## src/rtl/serial_mag_comparator.sv

```systemverilog
// Bit-serial MSB-first unsigned magnitude comparator: one bit pair per clock.
// Build option SERIAL_CMP_FIXED_LAT_EN: constant-time scan, done always after WIDTH compare edges.
module serial_mag_comparator #(
  parameter int WIDTH = 8,
  localparam int CNT_W = $clog2(WIDTH)
) (
  input  logic             clk,
  input  logic             rst_n,
  input  logic             start,
  input  logic [WIDTH-1:0] a,
  input  logic [WIDTH-1:0] b,
  output logic             busy,
  output logic             done,
  output logic             alb,
  output logic             aeb,
  output logic             agb
);

  typedef enum logic {IDLE, CMP} state_t;

  state_t           state;
  logic [WIDTH-1:0] ra, rb;
  logic [CNT_W-1:0] idx;
  logic             bit_gt, bit_lt;

  assign bit_gt = ra[idx] & ~rb[idx];
  assign bit_lt = ~ra[idx] & rb[idx];

`ifdef SERIAL_CMP_FIXED_LAT_EN
  // Sticky decision: the first differing bit wins, lower bits are still scanned
  // so that done timing never depends on operand values.
  logic dec_gt, dec_lt, nxt_gt, nxt_lt;
  assign nxt_gt = dec_gt | (~dec_lt & bit_gt);
  assign nxt_lt = dec_lt | (~dec_gt & bit_lt);
`endif

  always_ff @(posedge clk or negedge rst_n) begin
    if (!rst_n) begin
      state  <= IDLE;
      ra     <= '0;
      rb     <= '0;
      idx    <= '0;
      busy   <= 1'b0;
      done   <= 1'b0;
      alb    <= 1'b0;
      aeb    <= 1'b0;
      agb    <= 1'b0;
`ifdef SERIAL_CMP_FIXED_LAT_EN
      dec_gt <= 1'b0;
      dec_lt <= 1'b0;
`endif
    end else begin
      done <= 1'b0;
      case (state)
        IDLE: begin
          if (start) begin
            ra    <= a;
            rb    <= b;
            idx   <= CNT_W'(WIDTH-1);
            alb   <= 1'b0;
            aeb   <= 1'b0;
            agb   <= 1'b0;
            busy  <= 1'b1;
            state <= CMP;
`ifdef SERIAL_CMP_FIXED_LAT_EN
            dec_gt <= 1'b0;
            dec_lt <= 1'b0;
`endif
          end
        end
        CMP: begin
`ifdef SERIAL_CMP_FIXED_LAT_EN
          if (idx == '0) begin
            agb   <= nxt_gt;
            alb   <= nxt_lt;
            aeb   <= ~nxt_gt & ~nxt_lt;
            done  <= 1'b1;
            busy  <= 1'b0;
            state <= IDLE;
          end else begin
            dec_gt <= nxt_gt;
            dec_lt <= nxt_lt;
            idx    <= idx - 1'b1;
          end
`else
          if (bit_gt) begin
            agb   <= 1'b1;
            done  <= 1'b1;
            busy  <= 1'b0;
            state <= IDLE;
          end else if (bit_lt) begin
            alb   <= 1'b1;
            done  <= 1'b1;
            busy  <= 1'b0;
            state <= IDLE;
          end else if (idx == '0) begin
            aeb   <= 1'b1;
            done  <= 1'b1;
            busy  <= 1'b0;
            state <= IDLE;
          end else begin
            idx <= idx - 1'b1;
          end
`endif
        end
        default: state <= IDLE;
      endcase
    end
  end

endmodule
```

## config.mk

```make
export PLATFORM = sky130hd
export DESIGN_NAME = serial_mag_comparator
export DESIGN_NICKNAME = d
export VERILOG_FILES = /design/src/rtl/serial_mag_comparator.sv
export SDC_FILE = /design/constraint.sdc
export NUM_CORES = 1
export LEC_CHECK = 0
export CAP_MARGIN = 5
export CORE_AREA = 3 3 53 55
export DETAILED_ROUTE_END_ITERATION = 12
export DIE_AREA = 0 0 56 58
export MAX_ROUTING_LAYER = met4
export PLACE_DENSITY_LB_ADDON = 0.2
export SYNTH_ARGS = -nofsm -noshare
export SYNTH_HDL_FRONTEND = slang
export SYNTH_SLANG_ARGS = --single-unit
```

## constraint.sdc

```tcl
create_clock -name clk -period 3.7 [get_ports clk]
set_input_delay 0.74 -clock clk [delete_from_list [all_inputs] [get_ports clk]]
set_output_delay 0.74 -clock clk [all_outputs]
set_load 0.1 [all_outputs]
```

After elaboration in Yosys (flattened, before gate mapping):

Index checks and enable logic that the tools add are counted.

* bits in registers: 25
* latch bits: 0
* memory bits (writable): 0
* memory bits (read-only): 0
* bits of input ports: 19
* output and inout bits: 5
* word-level logic and storage cells: 64
* memories: 0

* add/sub/neg operators: 1
* multipliers: 0
* div/mod/pow operators: 0
* $lt $le $gt $ge: 1
* equality and inequality tests: 8
* shift-type cells: 0
* multiplexer cells: 33
* bitwise logic cells: 5
* reduce and logical (&&, ||, !) cells: 7

Operators by type and width (count)
* 2-to-1 mux 1 bit: 21
* 2-to-1 mux 3 bit: 4
* case mux 1 bit (2 select lines): 5
* != test 2 bit, second input constant: 4
* AND reduction 4 bit: 2
* binary-select mux 1 bit (select 3 bit): 2
* != test 2 x 1 -> 1 bit, second input constant: 3
* case mux 3 bit (2 select lines): 1
* AND reduction 2 bit: 3
* less-than comparator 3 x 4 -> 1 bit, second input constant: 1
* != test 4 x 1 -> 1 bit, second input constant: 1
* zero test 3 bit: 1
* NOT 1 bit: 3
* AND reduction 3 bit: 1
* subtractor 3 x 1 -> 3 bit, second input constant: 1
* AND 1 bit: 2

Longest topological paths before layout:

Gate-level depths: netlist (run 1).

* word-level depth: 7
* mapped depth: 7
* gate-level depth less buffers: 6

Worst setup path after synthesis (run 1):

Ideal clock, no wire load.

* kind: in2reg
* start: input start
* end: register ra[5]
* library setup time: 0.125 ns
* arrival: 1.886 ns
* required time: 3.575 ns
* path slack: 1.689 ns
* stages on the path: 4
* path buffers: 2
* cells stage by stage: nor2b_1 > clkbuf_1 > buf_1 > mux2_2

* cells in the longest elaborated chain, start to end: 1

Ends and longest elaborated chain
* from (decl): line 9 `input logic start,`
* AND reduction 2 bit (no source line)
* to (signal assigned): line 40 `ra <= '0;`
* to (signal assigned): line 57 `ra <= a;`
* to (decl): line 22 `logic [WIDTH-1:0] ra, rb;`

Every way passes these cells.
A chain may end at the register's enable or synchronous reset.

Worst setup path after layout (run 1):

* start: register agb
* end: output agb

RTL lines
* from (decl): line 16 `output logic agb`
* from (signal assigned): line 47 `agb <= 1'b0;`
* from (signal assigned): line 62 `agb <= 1'b0;`
* from (signal assigned): line 87 `agb <= 1'b1;`

No word-level cell between the ends.

==> flow_summary.toml, run 1 <==
[routing]
drtIter0Drc = 14
route.detailed.drc = 0
firstDrtPassIters = 4
wire_per_inst_um = 14.15
drt-vias-per-instance = 5.288
detail-route-antenna-nets = 0
wl_mm = 1.967
vias = 735

[timing]
skew_ns = 0.003887
fin_crit_sh = 0.6987
hold_viol_final = 0
setup_viol = 0
slew_viol_final = 0
grt_setup_unrepaired = "false"
worst_slew_pin_slew_ns = 1.110
fin_crit_ns = 2.585
max-slew-margin-rel = 0.2579
fmax_mhz = 386.8
whs_ns = 0.5225
timing.setup.tns_ns = 0

[synth]
yosys_register_bits = 25
yosysSeqAreaShare = 0.5258
yosysWarnings = 0
synthSimpleGateAreaFrac = 0.04627
synth-compound-area-share = 0.07466
synthXorXnorAreaFrac = 0.02313
synth_top_family_by_area = "multiplexers"
synth_area_per_cell_sq_um = 13.84
synth_adder_area_share = 0.02103
yosysUniqueCellTypes = 27
synth_edf_count = 0
synthArstFlopShare = 1.000
synthCells = 86
synth_mux_area_frac = 0.2671
mappedNetlistNets = 107
yosys_most_used_dff = "dfrtp_1"
netlist_area_sq_mm = 0.001190

[critical_path]
max_stage_delay_ns = 1.14
critPathLaunchType = "register"
r2r-end = "idx[2]$_DFFE_PN0P_"
crit_family = "buffers and inverters"
r2r-start = "idx[0]$_DFFE_PN0P_"
worst_setup_path_end_kind = "primary output"
worstSetupPathType = "register to primary output"
worstPathRequired_ns = 2.96
crit_chain = "clkdlybuf4s50_1"
crit_end = "agb"
worstSetupPathDepth = 1
cp.buffers_inverters = 1
cp_max_fo = 3
arrival_ns = 1.85
reg2reg_depth = 5
ff2ff_setup_slack_ns = 1.63
crit_start = "agb$_DFFE_PN0P_"
slowest_stage = "clkdlybuf4s50_1"

[floorplan]
dieArea_sq_mm = 0.003248
start_util = 0.4892
io_pins = 24
coreArea_sq_mm = 0.002432
fp.dieH_um = 58
fp.dieW_um = 56
fp-row-count = 18

[global_routing]
grt_first_pass_wirelength_mm = 3.519
grt_max_degree = 26
grt_pass1_vias = 801
grtUsageTotal = 0.1444
antenna_found_initial = 0
grt_remaining_overflow = 0

[cts]
ctsHoldBuffers = 0
clkTransAtPathRegs_ns = 0.13
cts_resized = 0
clk_path_buf_depth = 2
cts_root_buffer = "clkbuf_4"
clk_latency_ns = 0.31
cts.sinks = 25
cts_tree = "done"
htree_levels = 1
postCtsSetupBuffers = 0
numCtsBuffers = 3

[finish]
final_nets = 131
antenna_cells = 0
syn_to_final_growth_pct = 23.03
n_fill_cell = 194
fin_area_sq_mm = 0.001464
drive_above_1_share = 0.2569

[placed_design]
portBuffers = 23
place_area_sq_mm = 0.001438
dp.final_hpwl_mm = 1.443
gp_congestion = 0.6585

[run_status]
status = "finished, final reports clean"

[pwr]
power_leakage_nw = 0.6163
ir_drop_mv = 0.6273
p_per_area_mw_per_mm2 = 988.0

[worst_hold_path]
hp-class = "register to register"
hold_path_depth = 1

[job]
maxCapViolCount = 0
==> synthesized netlist by cell type, types with 3 or more instances <==
| cell | n | area share |
|---|---|---|
| nand2_1 | 3 | 0.0095 |
| o21ai_1 | 4 | 0.017 |
| dfrtp_1 | 25 | 0.53 |
| mux2_2 | 16 | 0.15 |
| mux4_2 | 4 | 0.076 |
| inv_1 | 6 | 0.019 |
==> cells in the final DEF (no fill, tap or decap), types with 2 or more instances in the layout <==
cell type and count:
and2_1 2, nand2_1 3, clkdlybuf4s50_1 23, ha_1 2, nor2_1 2, mux2_2 16
mux4_2 4, o21ai_0 2, nand3_1 2, o21ai_1 4, a311oi_1 2, inv_1 6
clkbuf_4 3, dfrtp_1 25
==> worst min-delay path by stage <==
stage                   endpoint         startpoint  slack, ns
2_1_floorplan    aeb$_DFFE_PN0P_              rst_n       0.44
3_3_place_gp   rb[2]$_DFFE_PN0P_  rb[2]$_DFFE_PN0P_       0.49
3_5_place_dp   ra[6]$_DFFE_PN0P_  ra[6]$_DFFE_PN0P_       0.50
4_1_cts        ra[6]$_DFFE_PN0P_  ra[6]$_DFFE_PN0P_       0.53
5_1_grt        rb[1]$_DFFE_PN0P_  rb[1]$_DFFE_PN0P_       0.54
6_report       rb[1]$_DFFE_PN0P_  rb[1]$_DFFE_PN0P_       0.52
==> kinds of logic after synthesis <==
family	Yosys count
AO/OA/AOI/OAI	13
XOR/XNOR	1
adder cells (fa/ha/maj)	2
buffers and inverters	11
flip-flops	25
multiplexers	23
AND/OR/NAND/NOR	11
==> state kept, by name, summed over array words and instances, names as in the netlist <==
| register | count |
|---|---|
| rb | 8 |
| agb | 1 |
| idx | 3 |
| done | 1 |
| busy | 1 |
| aeb | 1 |
| state | 1 |
| ra | 8 |
| alb | 1 |
==> where the power goes <==
group	internal [W]	total, W	switching [W]
Sequential	0.000409	0.000510	0.000101
Combinational	0.000388	0.000817	0.000429
Clock	0.0000421	0.000119	0.0000774
Total	0.000839	0.00145	0.000607
==> per-layer routing <==
layer / GRT usage / up-vias / wire, um
met4: 0.08136 / 0 / 26
met1: 0.1633 / 366 / 829
li1: - / 351 / -
met5: - / - / 0
met2: 0.2454 / 16 / 1010
met3: 0.02227 / 2 / 100
==> cell type report <==
| class | count | area [sq um] | area share |
|---|---|---|---|
| clock buffer | 4 | 26.28 | 0.01795 |
| inverter | 6 | 22.52 | 0.01538 |
| timing repair buffer | 24 | 237.7 | 0.1624 |
| multi-input combinational | 50 | 514.2 | 0.3513 |
| tap | 30 | 37.54 | 0.02564 |
| sequential | 25 | 625.6 | 0.4274 |
==> through the flow <==
stage,cells,setup slack (ns),power (W),util
4_1_cts,139,1.090,0.001464,0.6019
3_5_place_dp,135,1.466,0.001344,0.5910
3_3_place_gp,135,1.484,0.001320,0.5910
6_report,139,1.115,0.001446,0.6019
5_1_grt,139,1.040,0.001547,0.6019
2_1_floorplan,86,1.689,0.001197,-
Power figures use the tool's default switching activity.
==> run 2: changes to the inputs <==
--- a/config.mk
+++ b/config.mk
@@ -6,9 +6,9 @@
 export NUM_CORES = 1
 export LEC_CHECK = 0
 export CAP_MARGIN = 5
-export CORE_AREA = 3 3 53 55
+export CORE_AREA = 3 3 41 79
 export DETAILED_ROUTE_END_ITERATION = 12
-export DIE_AREA = 0 0 56 58
+export DIE_AREA = 0 0 44 82
 export MAX_ROUTING_LAYER = met4
 export PLACE_DENSITY_LB_ADDON = 0.2
 export SYNTH_ARGS = -nofsm -noshare
==> constraint.sdc (replaced) <==
create_clock -name clk -period 2.23 [get_ports clk]
set_input_delay 0.446 -clock clk [delete_from_list [all_inputs] [get_ports clk]]
set_output_delay 0.446 -clock clk [all_outputs]
set_load 0.1 [all_outputs]
==> run 2 against run 1 <==
Compared with the run above: combinational power up 66%; hold slack worse by 0.017 ns; design area up 1.4%; die area rose by 11%.
==> flow_summary.toml, run 2 (synthesized netlist as in run 1, its figures left out) <==
[run_status]
status = "finished, final reports clean"

[routing]
vias = 752
detail-route-antenna-nets = 0
firstDrtPassIters = 4
wire_per_inst_um = 15.48
route.detailed.drc = 0
wl_mm = 2.167
drt-vias-per-instance = 5.371
drtIter0Drc = 22

[global_routing]
grt.met2_usage = 0.2471
grt_pass1_vias = 826
grt_remaining_overflow = 0
grtUsageTotal = 0.1429
antenna_found_initial = 0
grt_max_degree = 26
met1_usage = 0.1475
grt_first_pass_wirelength_mm = 3.615
grt.busiest_layer = "met2"
grt_use_met3 = 0.02193

[floorplan]
io_pins = 24
dieArea_sq_mm = 0.003608
start_util = 0.4295
fp.dieW_um = 44
coreArea_sq_mm = 0.002770
fp-row-count = 27
fp.dieH_um = 82

[cts]
cts_root_buffer = "clkbuf_8"
cts_resized = 0
htree_levels = 1
clk_latency_ns = 0.27
clk_path_buf_depth = 2
postCtsSetupBuffers = 0
clkTransAtPathRegs_ns = 0.08
numCtsBuffers = 3
cts_tree = "done"
cts.sinks = 25
ctsHoldBuffers = 0

[job]
maxCapViolCount = 0

[critical_path]
crit_start = "idx[0]$_DFFE_PN0P_"
ff2ff_setup_slack_ns = 0.14
worstPathRequired_ns = 2.37
critPathLaunchType = "register"
reg2reg_depth = 5
r2r-start = "idx[0]$_DFFE_PN0P_"
worstSetupPathType = "register to register"
worst_setup_path_end_kind = "register"
cp_max_fo = 6
r2r-end = "idx[2]$_DFFE_PN0P_"
arrival_ns = 2.23

[worst_hold_path]
hp-start = "rb[7]$_DFFE_PN0P_"
hold_path_depth = 1
hp-class = "register to register"
hold_end = "rb[7]$_DFFE_PN0P_"

[pwr]
comb_power_share = 0.547
p_sw_w = 0.001042
p_per_area_mw_per_mm2 = 1673
pwr-share-seq = 0.346
swShare = 0.4196
power_leakage_nw = 0.6393
p_int_w = 0.001441
pwr-share-clk = 0.107
ir_drop_mv = 0.9644

[timing]
timing.setup.tns_ns = 0
slew_viol_final = 0
fmax_mhz = 478.9
worst_slew_pin_slew_ns = 0.3975
whs_ns = 0.5050
fin_crit_sh = 0.9363
max-slew-margin-rel = 0.7350
hold_viol_final = 0
fin_crit_ns = 2.088
setup_viol = 0
skew_ns = 0.002370
grt_setup_unrepaired = "false"

[finish]
drive_above_1_share = 0.3153
antenna_cells = 0
final_common_cell = "dfrtp_1"
syn_to_final_growth_pct = 24.71
reg.largest.list = "ra x8, rb x8, idx x3"
final_nets = 133
mostFrequentLayoutCells = "25 x dfrtp_1, 18 x clkdlybuf4s50_1, 16 x mux2_2"

[placed_design]
portBuffers = 23
dp.final_hpwl_mm = 1.670
gp_congestion = 0.7463
## run 2: cell types whose count changed in the layout (fill, tap and decap cells not counted)
cell and delta:
clkbuf_4 -3, clkdlybuf4s50_1 -5, clkbuf_8 +3, buf_4 +7
## run 2: per-layer routing
metal	up-vias	part of all wire
met5	-	0
met3	5	0.036
met1	375	0.37
li1	354	-
met2	18	0.58
met4	0	0.024
## run 2: power by group through the flow
stage          Combinational [W]  Sequential [W]  Clock, W
3_3_place_gp             0.00133        0.000862         0
4_1_cts                  0.00137        0.000865  0.000278
3_5_place_dp             0.00137        0.000875         0
6_report                 0.00136        0.000859  0.000266
2_1_floorplan           0.000931         0.00106         0
5_1_grt                  0.00146        0.000892  0.000295
## run 2: worst max-delay path: stages, from the launching register on
cell and delay (ns):
dfrtp_1 0.53, mux4_2 0.55, mux2_4 0.32, xnor2_4 0.23, mux2i_1 0.23, a21oi_1 0.09
## run 2: how the worst max path moves through the flow
stage	end	slack (ns)	cells after the start
floorplan	idx[2]$_DFFE_PN0P_	0.39	6
global placement	idx[2]$_DFFE_PN0P_	0.23	5
detailed placement	idx[2]$_DFFE_PN0P_	0.15	5
CTS	idx[2]$_DFFE_PN0P_	0.13	5
global route	idx[2]$_DFFE_PN0P_	0.02	5
finish	idx[2]$_DFFE_PN0P_	0.14	5
## run 2: stage by stage
stage            util  instance area [sq um]  total power [W]  worst slack (ns)  cells
2_1_floorplan       -                   1190         0.001986            0.3876     86
3_3_place_gp   0.5194                   1439         0.002193            0.2322    136
3_5_place_dp   0.5194                   1439         0.002242            0.1465    136
4_1_cts        0.5357                   1484         0.002516            0.1321    140
5_1_grt        0.5357                   1484         0.002652           0.01646    140
6_report       0.5357                   1484         0.002483            0.1420    140
## run 2: final cells by class
type                       instances  area [sq um]
timing repair buffer              26         240.2
inverter                           6         22.52
tap                               29         36.28
fill                             258          1286
multi-input combinational         50         514.2
clock buffer                       4         45.04
sequential                        25         625.6
